**src/rtl/tdm_demux1to2_pkg.sv**
```systemverilog
// Shared definitions for the TDM 1:2 receive demultiplexer.
// Channel indices, pointer-FSM encoding and default widths.
package tdm_demux1to2_pkg;

    localparam logic CH0 = 1'b0;
    localparam logic CH1 = 1'b1;

    localparam int DEF_WIDTH = 8;
    localparam int DEF_CNT_W = 8;

    // Encoding equals the channel pointer value, so sel is the state itself.
    typedef enum logic {
        EXP_CH0 = 1'b0,
        EXP_CH1 = 1'b1
    } state_t;

endpackage

```
**src/rtl/demux_out_reg.sv**
```systemverilog
// Per-channel valid/ready holding register with a delivered-word counter.
// A load in the same cycle as a drain wins, keeping one word per cycle throughput.
module demux_out_reg
    import tdm_demux1to2_pkg::*;
#(
    parameter int WIDTH = DEF_WIDTH,
    parameter int CNT_W = DEF_CNT_W
) (
    input  logic             clk,
    input  logic             rst_n,
    input  logic             load,
    input  logic [WIDTH-1:0] load_data,
    input  logic             ready,
    output logic [WIDTH-1:0] data,
    output logic             valid,
    output logic [CNT_W-1:0] cnt
);

    always_ff @(posedge clk or negedge rst_n) begin
        if (!rst_n) begin
            data  <= '0;
            valid <= 1'b0;
            cnt   <= '0;
        end else if (load) begin
            data  <= load_data;
            valid <= 1'b1;
            cnt   <= cnt + CNT_W'(1);
        end else if (valid && ready) begin
            valid <= 1'b0;
        end
    end

endmodule

```
**src/rtl/tdm_demux1to2.sv**
```systemverilog
// TDM 1:2 demultiplexer: routes an alternating ch0/ch1 word stream to two
// handshaked output registers, realigning on in_sync and flagging framing errors.
//
//   state   | meaning
//   --------+-----------------------------------------------
//   EXP_CH0 | next unsynced word belongs to ch0 (sel=0)
//   EXP_CH1 | next unsynced word belongs to ch1 (sel=1)
module tdm_demux1to2
    import tdm_demux1to2_pkg::*;
#(
    parameter int WIDTH = DEF_WIDTH,
    parameter int CNT_W = DEF_CNT_W
) (
    input  logic             clk,
    input  logic             rst_n,
    input  logic [WIDTH-1:0] in_data,
    input  logic             in_valid,
    input  logic             in_sync,
    output logic             in_ready,
    output logic [WIDTH-1:0] out0_data,
    output logic             out0_valid,
    input  logic             out0_ready,
    output logic [WIDTH-1:0] out1_data,
    output logic             out1_valid,
    input  logic             out1_ready,
    output logic             sel,
    output logic             frame_err,
    input  logic             err_clr,
    output logic [CNT_W-1:0] cnt0,
    output logic [CNT_W-1:0] cnt1
);

    state_t state, state_next;
    logic   target;
    logic   tgt_valid;
    logic   tgt_ready;
    logic   accept;
    logic   load0;
    logic   load1;
    logic   err_set;

    assign sel    = (state == EXP_CH1);
    assign target = in_sync ? CH0 : sel;

    // Only the channel being written can stall the stream.
    assign tgt_valid = (target == CH1) ? out1_valid : out0_valid;
    assign tgt_ready = (target == CH1) ? out1_ready : out0_ready;
    assign in_ready  = !tgt_valid || tgt_ready;
    assign accept    = in_valid && in_ready;
    assign load0     = accept && (target == CH0);
    assign load1     = accept && (target == CH1);

    always_ff @(posedge clk or negedge rst_n) begin
        if (!rst_n) begin
            state <= EXP_CH0;
        end else begin
            state <= state_next;
        end
    end

    always_comb begin
        state_next = state;
        err_set    = 1'b0;
        if (accept) begin
            case (state)
                EXP_CH0: state_next = EXP_CH1;
                EXP_CH1: begin
                    if (in_sync) begin
                        state_next = EXP_CH1;
                        err_set    = 1'b1;
                    end else begin
                        state_next = EXP_CH0;
                    end
                end
                default: state_next = EXP_CH0;
            endcase
        end
    end

    always_ff @(posedge clk or negedge rst_n) begin
        if (!rst_n) begin
            frame_err <= 1'b0;
        end else if (err_set) begin
            frame_err <= 1'b1;
        end else if (err_clr) begin
            frame_err <= 1'b0;
        end
    end

    demux_out_reg #(.WIDTH(WIDTH), .CNT_W(CNT_W)) u_out0 (
        .clk       (clk),
        .rst_n     (rst_n),
        .load      (load0),
        .load_data (in_data),
        .ready     (out0_ready),
        .data      (out0_data),
        .valid     (out0_valid),
        .cnt       (cnt0)
    );

    demux_out_reg #(.WIDTH(WIDTH), .CNT_W(CNT_W)) u_out1 (
        .clk       (clk),
        .rst_n     (rst_n),
        .load      (load1),
        .load_data (in_data),
        .ready     (out1_ready),
        .data      (out1_data),
        .valid     (out1_valid),
        .cnt       (cnt1)
    );

endmodule
```
**config.mk**
```make
export PLATFORM = sky130hd
export DESIGN_NAME = tdm_demux1to2
export DESIGN_NICKNAME = d
export VERILOG_FILES = /design/src/rtl/tdm_demux1to2_pkg.sv /design/src/rtl/demux_out_reg.sv /design/src/rtl/tdm_demux1to2.sv
export SDC_FILE = /design/constraint.sdc
export NUM_CORES = 1
export LEC_CHECK = 0
export ABC_AREA = 0
export CORE_MARGIN = 2
export CORE_UTILIZATION = 48
export DETAILED_ROUTE_END_ITERATION = 16
export PLACE_DENSITY = 0.93
export SYNTH_ARGS = -nofsm -noshare
export SYNTH_HDL_FRONTEND = slang
export SYNTH_HIERARCHICAL = 1
export SYNTH_SLANG_ARGS = --single-unit
export TNS_END_PERCENT = 10
```
**constraint.sdc**
```tcl
create_clock -name clk -period 2.2 [get_ports clk]
set_input_delay 0.44 -clock clk [delete_from_list [all_inputs] [get_ports clk]]
set_output_delay 0.44 -clock clk [all_outputs]
set_load 0.01 [all_outputs]
```
### After elaboration in Yosys (flattened, before gate mapping)

Index checks and enable logic that the tools add are counted.

| operators by class | value |
|---|---|
| add/sub/neg operators | 2 |
| muxes and demuxes | 13 |
| bitwise operators | 2 |
| reductions and logical operators | 10 |

Operator list:

| kind | number |
|---|---|
| 8-bit by 1-bit adder with 8-bit output (second input constant) | 2 |
| 1-bit two-way mux | 12 |
| 2-bit nonzero test | 3 |
| 1-bit logical AND | 5 |
| 1-bit NOT | 2 |
| 1-bit one-hot mux with 2 select lines | 1 |
| 1-bit logical NOT | 1 |
| 1-bit logical OR | 1 |

| word-level totals | value |
|---|---|
| register bits | 36 |
| input port bits | 15 |

### Logic depth before layout (Yosys ltp)

| logic depth | value |
|---|---|
| depth after elaboration | 7 |
| depth in mapped cells | 6 |
| depth with buffers taken out | 5 |

### Hierarchy

Netlist, hierarchy kept.

Modules (own cells, without submodules):

| module | times used | cells an instance | area each (µm²) | sequential area each (µm²) |
|---|---|---|---|---|
| demux_out_reg | 2 | 47 | 695.7 | 425.4 |
| tdm_demux1to2 | 1 | 13 | 123.9 | 50.0 |

### Worst setup path before layout

OpenSTA, ideal clock, no wires.

| timing path | value |
|---|---|
| kind | input-to-reg |
| start point | input port out1_ready |
| end point | register u_out1.data[3] |
| library setup time | 125 ps |
| arrival time | 1339 ps |
| data required time | 2075 ps |
| setup slack | 737 ps |
| cell stages on the path | 5 |
| path buffers | 2 |
| cells stage by stage | nand2b_1 -> and4b_1 -> buf_4 -> buf_6 -> mux2_2 |

| between the ends | value |
|---|---|
| word-level cells in the longest chain between the ends | 4 |

Ends and longest elaborated chain:

| element | line | source |
|---|---|---|
| start, declared | tdm_demux1to2.sv:25 | `input logic out1_ready,` |
| 1-bit two-way mux | tdm_demux1to2.sv:47 | `assign tgt_ready = (target == CH1) ? out1_ready : out0_ready;` |
| 1-bit logical OR | tdm_demux1to2.sv:48 | `assign in_ready = !tgt_valid \|\| tgt_ready;` |
| 1-bit logical AND | tdm_demux1to2.sv:49 | `assign accept = in_valid && in_ready;` |
| 1-bit logical AND | tdm_demux1to2.sv:51 | `assign load1 = accept && (target == CH1);` |
| named net load1 | tdm_demux1to2.sv:39 | `logic load1;` |
| end signal, assigned | demux_out_reg.sv:25 | `data <= load_data;` |
| end, declared | demux_out_reg.sv:14 | `output logic [WIDTH-1:0] data,` |

The timed path passes the listed nets, and every way through them passes these cells.
A chain may end at the register's enable or synchronous reset.

### Final worst setup path

| timing path | value |
|---|---|
| start point | input port in_sync |
| end point | output port in_ready |

| between the ends | value |
|---|---|
| word-level cells in the longest chain between the ends | 4 |
| elaborated cells between the ends (all ways) | 5 |

Ends and longest elaborated chain:

| element | line | source |
|---|---|---|
| start, declared | tdm_demux1to2.sv:18 | `input logic in_sync,` |
| 1-bit two-way mux (*) | tdm_demux1to2.sv:43 | `assign target = in_sync ? CH0 : sel;` |
| 1-bit two-way mux | tdm_demux1to2.sv:46 | `assign tgt_valid = (target == CH1) ? out1_valid : out0_valid;` |
| 1-bit logical NOT | tdm_demux1to2.sv:48 |  |
| 1-bit logical OR (*) | tdm_demux1to2.sv:48 |  |
| end, declared | tdm_demux1to2.sv:19 | `output logic in_ready,` |

Mark *: on every way between the ends. The rest lies on a longest branch, timed or not.

==> summary.log <==
INFO  sta            max-slew-margin-rel=48.3%
INFO  clocking       cts_htree_levels=2
INFO  sta            final.min_clock_period=2.09ns
INFO  logic_synthesis part_of_the_yosys_area_used_for_sequential_elements=59.5%
INFO  sta            grt_setup_unrepaired=no
INFO  clocking       clk_transition_reported_paths=0.10ns
INFO  setup_path     setup.worst_path.end_class=output pin
INFO  placed_design  hpwlAfterDp=2.28mm
INFO  sta            setup-violations-final=0
INFO  placed_design  port_buffers=51
INFO  clocking       cts.path.max_buffers=2
INFO  global_route   grt_max_degree=37
INFO  die            floorplan.core_area=3030µm²
INFO  routing        detail_route.vias_per_cell=4.85
INFO  sta            hold_ws=0.181ns
INFO  logic_synthesis netlist_instances=107
INFO  routing        route.antenna.remaining_nets=0
INFO  final_layout   final_cell_area=2160µm²
INFO  placed_design  place_worst_setup_slack=-0.0899ns
INFO  routing        first_pass_iters=4
INFO  sta            top_achievable_clock_speed=479MHz
INFO  global_route   grt_antenna_before_repair=0
INFO  clocking       cts_hold_repair.buffers=0
INFO  sta            timing_worst_slew_pin_value=0.775ns
INFO  die            floorplan.io_pins=52
INFO  logic_synthesis synth_largest_type_area_fraction=59.5%
INFO  run            maxCapViolCount=0
INFO  global_route   first_global_vias=1,065
INFO  run_status     status=complete, no violations
INFO  placed_design  placement_cell_area=2100µm²
INFO  routing        wl_per_cell=13.9µm
INFO  die            rows=20
INFO  logic_synthesis post-synth-top-count-cell=dfrtp_1
INFO  final_layout   final_nets=185
INFO  clocking       cts_tree=built
INFO  sta            finalHoldViolations=0
INFO  die            die_height=60.2µm
INFO  logic_synthesis synthArstFlopShare=100%
INFO  logic_synthesis synth_area_per_cell=14.2µm²
INFO  setup_path     worst-path-max-fanout=2
INFO  sta            final.setup_skew=0.00658ns
INFO  logic_synthesis yosysUniqueCellTypes=20
INFO  sta            smallest_setup_slack_after_layout=0.113ns
INFO  global_route   grt_util_all_layers=18.5%
INFO  worst_hold_path worstHoldPathType=in -> async
INFO  logic_synthesis yosys-top-cells-count=dfrtp_1 (36), mux2_2 (18), xnor2_1 (8)
INFO  setup_path     critical_path.startpoint_type=input pin
INFO  sta            min_period_over_period=94.9%
INFO  clocking       insertion_delay=0.33ns
INFO  sta            finalMaxSlewViolations=0
INFO  clocking       clock_tree.root_cell=clkbuf_4
INFO  final_layout   instances_no_fill=213
INFO  final_layout   drive_above_1_share=23.1%
INFO  setup_path     path_class=in -> out
INFO  final_layout   layout-area-overhead-vs-synth=42.8%
INFO  die            die-width=60.2µm
INFO  setup_path     worst_ep_required_time=1.76ns
INFO  final_layout   n_antenna_cell=0
INFO  power          power.density_cell_area=1050nW/µm²
INFO  die            die_area=3620µm²
INFO  global_route   grt_overflow_total=0
INFO  routing        routed-via-count=1,033
INFO  setup_path     data_arrival_time_of_the_worst_path=1.65ns
INFO  clocking       cts.sinks=36
INFO  clocking       cts_buf_count=5
INFO  logic_synthesis synth_enable_flop_cells=0
INFO  power          max-vdd-ir-drop=673µV
INFO  placed_design  finalWeightedCongestion=0.839
INFO  setup_path     critical_path.reg2reg.startpoint=u_out0/valid$_DFFE_PN0P_
INFO  logic_synthesis number_of_synthesis_warnings=6
INFO  logic_synthesis synth_seq_cells=36
INFO  logic_synthesis post_synth_main_area_contributors=dfrtp_1 (59%), mux2_2 (13%), xnor2_1 (4.6%)
INFO  logic_synthesis synth_top_flop_cell=dfrtp_1
INFO  logic_synthesis post_syn_area=1520µm²
INFO  power          power.leakage=0.948nW
INFO  die            floorplan.initialDensity=50.0%
INFO  placed_design  dp_cells=205
INFO  global_route   first_pass_grt_wire_length=4.75mm
INFO  routing        postRouteWirelength=2.96mm
INFO  logic_synthesis synth.largest_area_cell=dfrtp_1
INFO  clocking       post-cts-setup-buffer-count=0
INFO  routing        detail_route.iter0.violations=46
INFO  logic_synthesis synth_nets=124
INFO  routing        drcViolationCount=0
INFO  setup_path     cp-startpoint=in_sync
## kinds of logic after synthesis
family / Yosys count / synth area share, %
mux: 19 / 14.4
fa+ha+maj: 2 / 1.65
simple gates: 25 / 11.6
compound gates: 4 / 1.65
xor+xnor: 14 / 8.09
buf+inv: 7 / 3.22
flops: 36 / 59.5
## report_power, final
group / internal, W / total, W / switching (W)
sequential: 0.000856 / 0.00106 / 0.000209
combinational: 0.000540 / 0.000855 / 0.000315
clock: 0.000152 / 0.000357 / 0.000204
## critical path, cell delays in order
cell,delay (ns)
clkdlybuf4s50_1,0.48
nand2b_1,0.15
mux2_4,0.30
dlygate4sd2_1,0.28
## layer usage
metal  vias to the layer above  GRT usage [%]  routed length [µm]
li1                        499              -                   -
met1                       502           20.7                1190
met2                        30           32.3                1600
met3                         2           5.19                 148
met4                         0           8.57                  27
met5                         -              0                   0
## cell type report
type,instances,area (µm²)
well taps,44,55.1
clock buffers,6,51.3
flip-flops and latches,36,901
inverters,3,11.3
clock inverters,2,10.0
multi-input cells,64,566
repair buffers,58,569
fillers,235,865
## path summary, 6_finish.rpt
kind	depth (start not counted)	slack, ns	endpoint
min in group clk	1	0.47	u_out0/cnt[7]$_DFFE_PN0P_
worst max-delay path	4	0.11	in_ready
worst min register to register	1	0.47	u_out0/cnt[7]$_DFFE_PN0P_
worst min-delay path	1	0.18	u_out0/cnt[4]$_DFFE_PN0P_
max in group asynchronous	1	1.53	u_out0/data[0]$_DFFE_PN0P_
worst max register to register	5	0.64	u_out0/data[4]$_DFFE_PN0P_
## placed cells by master (no fill, tap or decap), types with 2 or more instances in the layout
| cell | n |
|---|---|
| nand4_1 | 5 |
| xor2_1 | 6 |
| a21o_1 | 2 |
| buf_4 | 6 |
| nor2_1 | 3 |
| clkinv_2 | 2 |
| nor3_2 | 2 |
| inv_1 | 3 |
| dfrtp_1 | 36 |
| clkbuf_4 | 5 |
| clkdlybuf4s50_1 | 49 |
| nand4_4 | 2 |
| mux2_2 | 18 |
| nand2_1 | 6 |
| ha_1 | 2 |
| xnor2_1 | 8 |
| and3_1 | 3 |
| nand2b_1 | 3 |
## sequential cells by signal, summed over array words and instances, names as in the netlist
signal	cells
u_out0/valid	1
frame_err	1
u_out0/cnt	8
u_out0/data	8
u_out1/valid	1
sel	1
u_out1/data	8
u_out1/cnt	8
## through the flow
stage	total power, W	setup TNS, ns	utilization, %
finish	0.00228	0	71.4
global route	0.00243	0	71.4
CTS	0.00231	0	71.4
detailed placement	0.00195	-0.0899	69.5
global placement	0.00190	-0.0529	69.5
floorplan	0.00141	0	-
## timing repair
| item | in CTS | in global routing |
|---|---|---|
| endpoints found under the hold margin | 0 | 0 |
| resized for setup | 1 | 0 |
| setup endpoints to repair | 1 | 0 |
No activity file was read; power rests on OpenSTA's default activity.
